--- config.mk ---
export PLATFORM = sky130hd
export DESIGN_NAME = gauss_linebuf_ctrl
export DESIGN_NICKNAME = d
export VERILOG_FILES = /design/src/rtl/gauss_linebuf_ctrl.sv
export SDC_FILE = /design/constraint.sdc
export NUM_CORES = 1
export LEC_CHECK = 0
export ABC_AREA = 1
export CAP_MARGIN = 5
export CORE_MARGIN = 5
export CORE_UTILIZATION = 40
export DETAILED_ROUTE_END_ITERATION = 7
export DONT_BUFFER_PORTS = 1
export PLACE_DENSITY = 0.58
export SYNTH_ARGS = -nofsm -noshare
export SYNTH_HDL_FRONTEND = slang
export SYNTH_SLANG_ARGS = --single-unit
--- constraint.sdc ---
create_clock -name clk -period 1.93 [get_ports clk]
set_clock_uncertainty 0.05 [all_clocks]
set_input_delay 0.2895 -clock clk [delete_from_list [all_inputs] [get_ports clk]]
set_output_delay 0.2895 -clock clk [all_outputs]
set_load 0.005 [all_outputs]
--- src/rtl/gauss_linebuf_ctrl.sv ---
// rtl/gauss_linebuf_ctrl.sv - line-buffer controller for the 3x3 Gaussian window
// Reads rows y-1 / y-2 from two line RAMs, rotates them, and emits one column per pixel.
module gauss_linebuf_ctrl #(
  parameter int DATA_BITS = 8,
  parameter int ADDR_BITS = 7,
  parameter int IMG_WIDTH = 128,
  parameter int ROW_BITS  = 12
) (
  input  logic                 clk,
  input  logic                 rst_n,
  input  logic                 s_valid,
  output logic                 s_ready,
  input  logic                 s_sof,
  input  logic [DATA_BITS-1:0] s_data,
  output logic                 ram_en,
  output logic                 ram_we,
  output logic [ADDR_BITS-1:0] ram_addr,
  output logic [DATA_BITS-1:0] ram0_din,
  output logic [DATA_BITS-1:0] ram1_din,
  input  logic [DATA_BITS-1:0] ram0_dout,
  input  logic [DATA_BITS-1:0] ram1_dout,
  output logic                 m_valid,
  output logic [DATA_BITS-1:0] m_top,
  output logic [DATA_BITS-1:0] m_mid,
  output logic [DATA_BITS-1:0] m_bot,
  output logic                 m_top_ok,
  output logic                 m_mid_ok,
  output logic [ADDR_BITS-1:0] m_x,
  output logic [ROW_BITS-1:0]  m_y,
  output logic                 m_eol
);

  localparam logic [ADDR_BITS-1:0] X_LAST = ADDR_BITS'(IMG_WIDTH - 1);
  localparam logic [ROW_BITS-1:0]  Y_MAX  = '1;

  typedef enum logic {RD = 1'b0, WR = 1'b1} state_t;

  state_t               state, state_nx;
  logic                 accept;
  logic                 wb_pend;
  logic [ADDR_BITS-1:0] x, cx;
  logic [ROW_BITS-1:0]  y, cy;
  logic [DATA_BITS-1:0] pix;

  always_ff @(posedge clk or negedge rst_n) begin
    if (!rst_n) state <= RD;
    else        state <= state_nx;
  end

  always_comb begin
    state_nx = state;
    s_ready  = 1'b0;
    accept   = 1'b0;
    case (state)
      RD: begin
        s_ready = 1'b1;
        if (s_valid) begin
          accept   = 1'b1;
          state_nx = WR;
        end
      end
      WR:      state_nx = RD;
      default: state_nx = RD;
    endcase
  end

  // RAM0's old word is only on its dout during the write cycle, so it is forwarded straight to RAM1.
  assign ram1_din = ram_we ? ram0_dout : '0;

  always_ff @(posedge clk or negedge rst_n) begin
    if (!rst_n) begin
      ram_en   <= 1'b0;
      ram_we   <= 1'b0;
      ram_addr <= '0;
      ram0_din <= '0;
      wb_pend  <= 1'b0;
      x        <= '0;
      y        <= '0;
      cx       <= '0;
      cy       <= '0;
      pix      <= '0;
      m_valid  <= 1'b0;
      m_top    <= '0;
      m_mid    <= '0;
      m_bot    <= '0;
      m_top_ok <= 1'b0;
      m_mid_ok <= 1'b0;
      m_x      <= '0;
      m_y      <= '0;
      m_eol    <= 1'b0;
    end else begin
      ram_en  <= 1'b0;
      ram_we  <= 1'b0;
      wb_pend <= 1'b0;
      m_valid <= 1'b0;

      if (accept) begin
        ram_en   <= 1'b1;
        ram_addr <= s_sof ? '0 : x;
        cx       <= s_sof ? '0 : x;
        cy       <= s_sof ? '0 : y;
        pix      <= s_data;
      end

      if (state == WR) begin
        ram_en   <= 1'b1;
        ram_we   <= 1'b1;
        ram_addr <= cx;
        ram0_din <= pix;
        wb_pend  <= 1'b1;
        if (cx == X_LAST) begin
          x <= '0;
          y <= (cy == Y_MAX) ? cy : cy + 1'b1;
        end else begin
          x <= cx + 1'b1;
          y <= cy;
        end
      end

      // The read data is valid during the write cycle; capture the column as the write lands.
      if (wb_pend) begin
        m_valid  <= 1'b1;
        m_top    <= ram1_dout;
        m_mid    <= ram0_dout;
        m_bot    <= ram0_din;
        m_x      <= cx;
        m_y      <= cy;
        m_top_ok <= (cy >= ROW_BITS'(2));
        m_mid_ok <= (cy != '0);
        m_eol    <= (cx == X_LAST);
      end
    end
  end

endmodule

* Word-level counts from Yosys, hierarchy flattened
Index checks and enable logic that the tools add are counted.
** Operators by class
- $add $sub $neg :: 2
- Magnitude comparators :: 1
- Equality and inequality tests :: 2
- Multiplexer cells :: 16
- Bitwise logic cells :: 1
- Reductions and logical operators :: 2
** Operators with widths (count)
- 12-bit 2-to-1 mux :: 3
- 7-bit 2-to-1 mux :: 4
- 12-bit by 1-bit adder with 12-bit output (second input constant) :: 1
- 12-bit == test (second input constant) :: 1
- 12-bit by 2-bit greater-or-equal comparator with 1-bit output (second input constant) :: 1
- 12-bit nonzero test :: 1
- 8-bit 2-to-1 mux :: 1
- 7-bit by 1-bit adder with 7-bit output (second input constant) :: 1
- 7-bit == test (second input constant) :: 1
- 1-bit 2-to-1 mux :: 7
- 1-bit case mux with 2 select lines :: 1
- 2-bit nonzero test :: 1
- 1-bit NOT :: 1
** Word-level totals
- Flip-flop bits (word level) :: 111
- Input port bits :: 28
- Output and inout bits :: 73
- Logic and storage cells :: 43

* Longest topological paths before layout
- Word-level depth :: 4
- Mapped depth :: 9
- Depth with buffers taken out :: 9

* Worst setup path after synthesis
OpenSTA, ideal clock, no wires.
- Path type :: flip-flop to flip-flop
- Start point :: reg cy[1]
- End point :: reg y[5]
- Library setup time :: 0.117 ns
- Arrival time :: 1.308 ns
- Required time :: 1.763 ns
- Path slack :: 0.454 ns
- Cell stages (with the launch flop) :: 10
- Path buffers :: 1
- Period minus slack after synthesis :: 1.476 ns
- Path through :: dfrtp_1 > ha_1 > nand2_1 > nor2_4 > nand3_2 > buf_2 > nand3_1 > nand2_1 > nand3_1 > nand2_1
** On the way
- Longest elaborated chain between the ends :: 3
- Elaborated cells on any way between the ends :: 4
- Those cells by class :: add/sub (1); eq/ne (1); mux (2)
** RTL lines
- from (decl) :: line 42 : logic [ROW_BITS-1:0] y, cy;
- from (signal assigned) :: line 101 : cy <= s_sof ? '0 : y;
- 12-bit by 1-bit adder with 12-bit output or 12-bit == test (tied branches) :: line 113 : y <= (cy == Y_MAX) ? cy : cy + 1'b1;
- 12-bit 2-to-1 mux (*) :: line 113
- 12-bit 2-to-1 mux (*) :: line 111 : if (cx == X_LAST) begin
- to (signal assigned) :: line 113
- to (signal assigned) :: line 116 : y <= cy;
- to (decl) :: line 42
Every way passes the cells marked *; elsewhere a longest branch is shown, timed or not.
A chain may end at the register's enable or synchronous reset.

* Worst setup path in the final report
- Start point :: reg state
- End point :: out s_ready
** On the way
- Longest elaborated chain between the ends :: 1
** RTL lines
- from (decl) :: line 38 : state_t state, state_nx;
- from (signal assigned) :: line 47 : else state <= state_nx;
- 1-bit 2-to-1 mux :: line 54 : case (state)
- to (decl) :: line 12 : output logic s_ready,
Every way passes these cells.

==> flow_summary.yaml <==
yosys:
  syn_inst: 534
  synth.avg_cell_area_um2: 8.758
  synth_area_um2: 4677
  synth_top_area_share_pct: 59.39
  ys_warn_count: 0
  synth_fp_nets: 566
  yosys.area.top_type: "dfrtp_1"
  synth.area.top_cells: "dfrtp_1 (59%), nand2_1 (19%), nand3_1 (3.5%), inv_1 (2.7%), o21ai_0 (2.5%)"
  ys_seq_area_share_pct: 59.39
  synth-seq-cells: 111
  synth.distinct_cells: 30
clock_tree:
  root_buffer: "clkbuf_16"
  ctsLongestPathBuffers: 2
  cts.sinks: 111
  worst_skew_pair.late_latency_ps: 350
  htreeDepth: 3
  tritoncts: "built"
  path_clk_slew_ps: 80
  numCtsBuffers: 9
  cts_hold_buf: 6
finish:
  multi_input_area_um2: 1644
  nets: 573
  final_common_cell: "nand2_1"
  syn2layout_area_growth_pct: 11.26
  drive_gt1_share_pct: 7.692
  layout_common_cells: "nand2_1 (236), dfrtp_1 (111), inv_1 (34)"
  fillers: 1132
  regArea_um2: 2778
  final_cell_area_um2: 5204
  antenna_cells: 0
floorplan:
  ios: 101
  dieArea_um2: 13950
  fp.dieW_um: 118.1
  core_area_um2: 11420
  fp.dieH_um: 118.1
  placementRows: 39
  start_util_pct: 40.96
power_and_ir_drop:
  power_switching_share_pct: 26.92
  vdd_drop_max_uv: 428.1
  power_frac_seq_pct: 55.2
  p_int_uw: 3563
  p_leak_uw: 0.002695
  p_total_uw: 4876
  p_clk_share_pct: 37.8
  p_per_area_nw_per_um2: 937.0
  power_frac_comb_pct: 7.0
  switchingPower_uw: 1313
global_route:
  grt_pass1_wl_um: 17550
  grt_usage_pct: 15.26
  grt_pass1_vias: 3392
  grt_max_degree: 112
  overflow: 0
  antenna_found_initial: 0
setup_path:
  critPathRequiredTime_ps: 1590
  arrival_ps: 1400
  cp_max_fo: 33
  cp-end-kind: "output port"
  startpoint_type: "flop"
  slowest_stage: "dfrtp_1"
  criticalPathCategory: "reg2out"
  critPathMaxStageDelay_ps: 560
  worstPathCellList: "inv_2 > buf_4"
detailed_routing:
  route.vias.total: 3475
  drt-pass1-iter-count: 4
  via_per_inst: 5.044
  drt-initial-drc-count: 223
  routed_wl_um: 10450
  antenna_left: 0
  drc: 0
  wl_per_cell_um: 15.16
timing:
  hold_slack_ps: -424.7
  rsz0062_at_grt: "no"
  maxSlewViolCount: 0
  final_hold_viol_count: 111
  setup_viol: 0
  tns_ps: 0
  fin_crit_sh_pct: 90.38
  slew_headroom_pct: 67.84
  worst_pin_slew_ps: 482.4
  fin_crit_ps: 1744
  max_freq_mhz: 573.3
outcome:
  status: "complete, but fails checks"
  violations: "negative hold slack"
hold_path:
  hold_class: "in2async"
placement:
  dpl.hpwl_um: 7256
  routabilityCongestion: 0.8800
  dpl_cell_area_um2: 4837
  port-buffer-count: 0
job:
  maxCapViolCount: 0
==> cell families after synthesis <==
| logic type | Yosys count | synth area share, % |
|---|---|---|
| AO/OA/AOI/OAI | 48 | 5.752 |
| adder cells (fa/ha/maj) | 4 | 1.070 |
| XOR/XNOR | 3 | 0.5619 |
| AND/OR/NAND/NOR | 307 | 27.55 |
| buffers and inverters | 61 | 5.671 |
| flip-flops | 111 | 59.39 |
==> through the flow <==
step                utilization, %  worst slack, ps  hold slack (ps)  cells
floorplan                        -            454.3           -56.09    534
global placement             42.36            277.4           -51.30    667
detailed placement           42.36            214.2           -50.79    667
CTS                          45.51            179.4           -433.6    689
global route                 45.57            96.04           -440.4    689
finish                       45.57            185.7           -424.7    689
==> registers in the layout (all words and copies together), names as in the netlist <==
name and flops:
m_valid 1, ram_en 1, m_top 8, m_top_ok 1
m_bot 8, ram_addr 7, m_x 7, x 7
state 1, m_y 12, pix 8, m_mid 8
cy 12, ram0_din 8, m_mid_ok 1, y 12
wb_pend 1, m_eol 1, cx 7
==> repair_timing <==
action                                  in CTS  in global routing
endpoints found under the setup margin       0                  1
hold endpoints to repair                   117                111
buffers inserted                             0                  0
resized for setup                            0                  1
==> power by group through the flow <==
stage,Sequential [uW],Clock [uW],Combinational (uW)
after global placement,2740,0,326
after detailed placement,2740,0,337
after CTS,2700,1890,347
final,2690,1850,340
after floorplan,2680,0,262
after global routing,2720,2000,397
==> synth_stat cells <==
master	n
a21oi_1	4
a21oi_2	1
a22oi_1	1
a41oi_1	1
buf_2	5
buf_4	1
buf_6	2
buf_8	1
clkbuf_1	15
clkinv_1	1
dfrtp_1	111
ha_1	4
inv_1	34
inv_2	2
nand2_1	236
nand3_1	33
nand3_2	2
nand3_4	2
nand4_1	7
nor2_1	20
nor2_2	1
nor2_4	2
nor2_8	1
nor3_1	3
o211ai_1	2
o21ai_0	23
o21ai_1	5
o22ai_1	11
xnor2_1	1
xor2_1	2
==> layout make-up <==
class	instances	area share (%)
Clock buffer	9	4.328
Clock inverter	7	1.419
Inverter	37	2.669
Multi-Input combinational cell	362	31.59
Sequential cell	111	53.38
Tap cell	143	3.438
Timing Repair Buffer	20	3.174
==> critical path: cells and delay by family, from the launching register on <==
family | cells | cell delay, ps
flip-flops | 1 | 560
buffers and inverters | 2 | 480
==> routing by layer <==
metal	part of all wire [%]	up-vias	wire length, um	track usage, %
li1	-	1704	-	-
met1	44	1644	4603	20.92
met2	47	110	4893	23.38
met3	7.6	17	792	3.916
met4	1.5	0	159	5.806
met5	0	-	0	0
==> path summary, 6_finish.rpt <==
path,start,endpoint,slack (ps),depth (start not counted)
max in group asynchronous,rst_n,m_top[3]$_DFFE_PN0P_,2100,0
hold / removal,rst_n,ram_addr[1]$_DFFE_PN0P_,-420,0
setup reg to reg,cx[0]$_DFFE_PN0P_,y[8]$_DFFE_PN0P_,220,8
hold reg to reg,pix[5]$_DFFE_PN0P_,pix[5]$_DFFE_PN0P_,430,2
min in group clk,s_data[1],pix[1]$_DFFE_PN0P_,10,2
setup / recovery,state$_DFF_PN0_,s_ready,190,2
(Power assumes the default switching activity.)
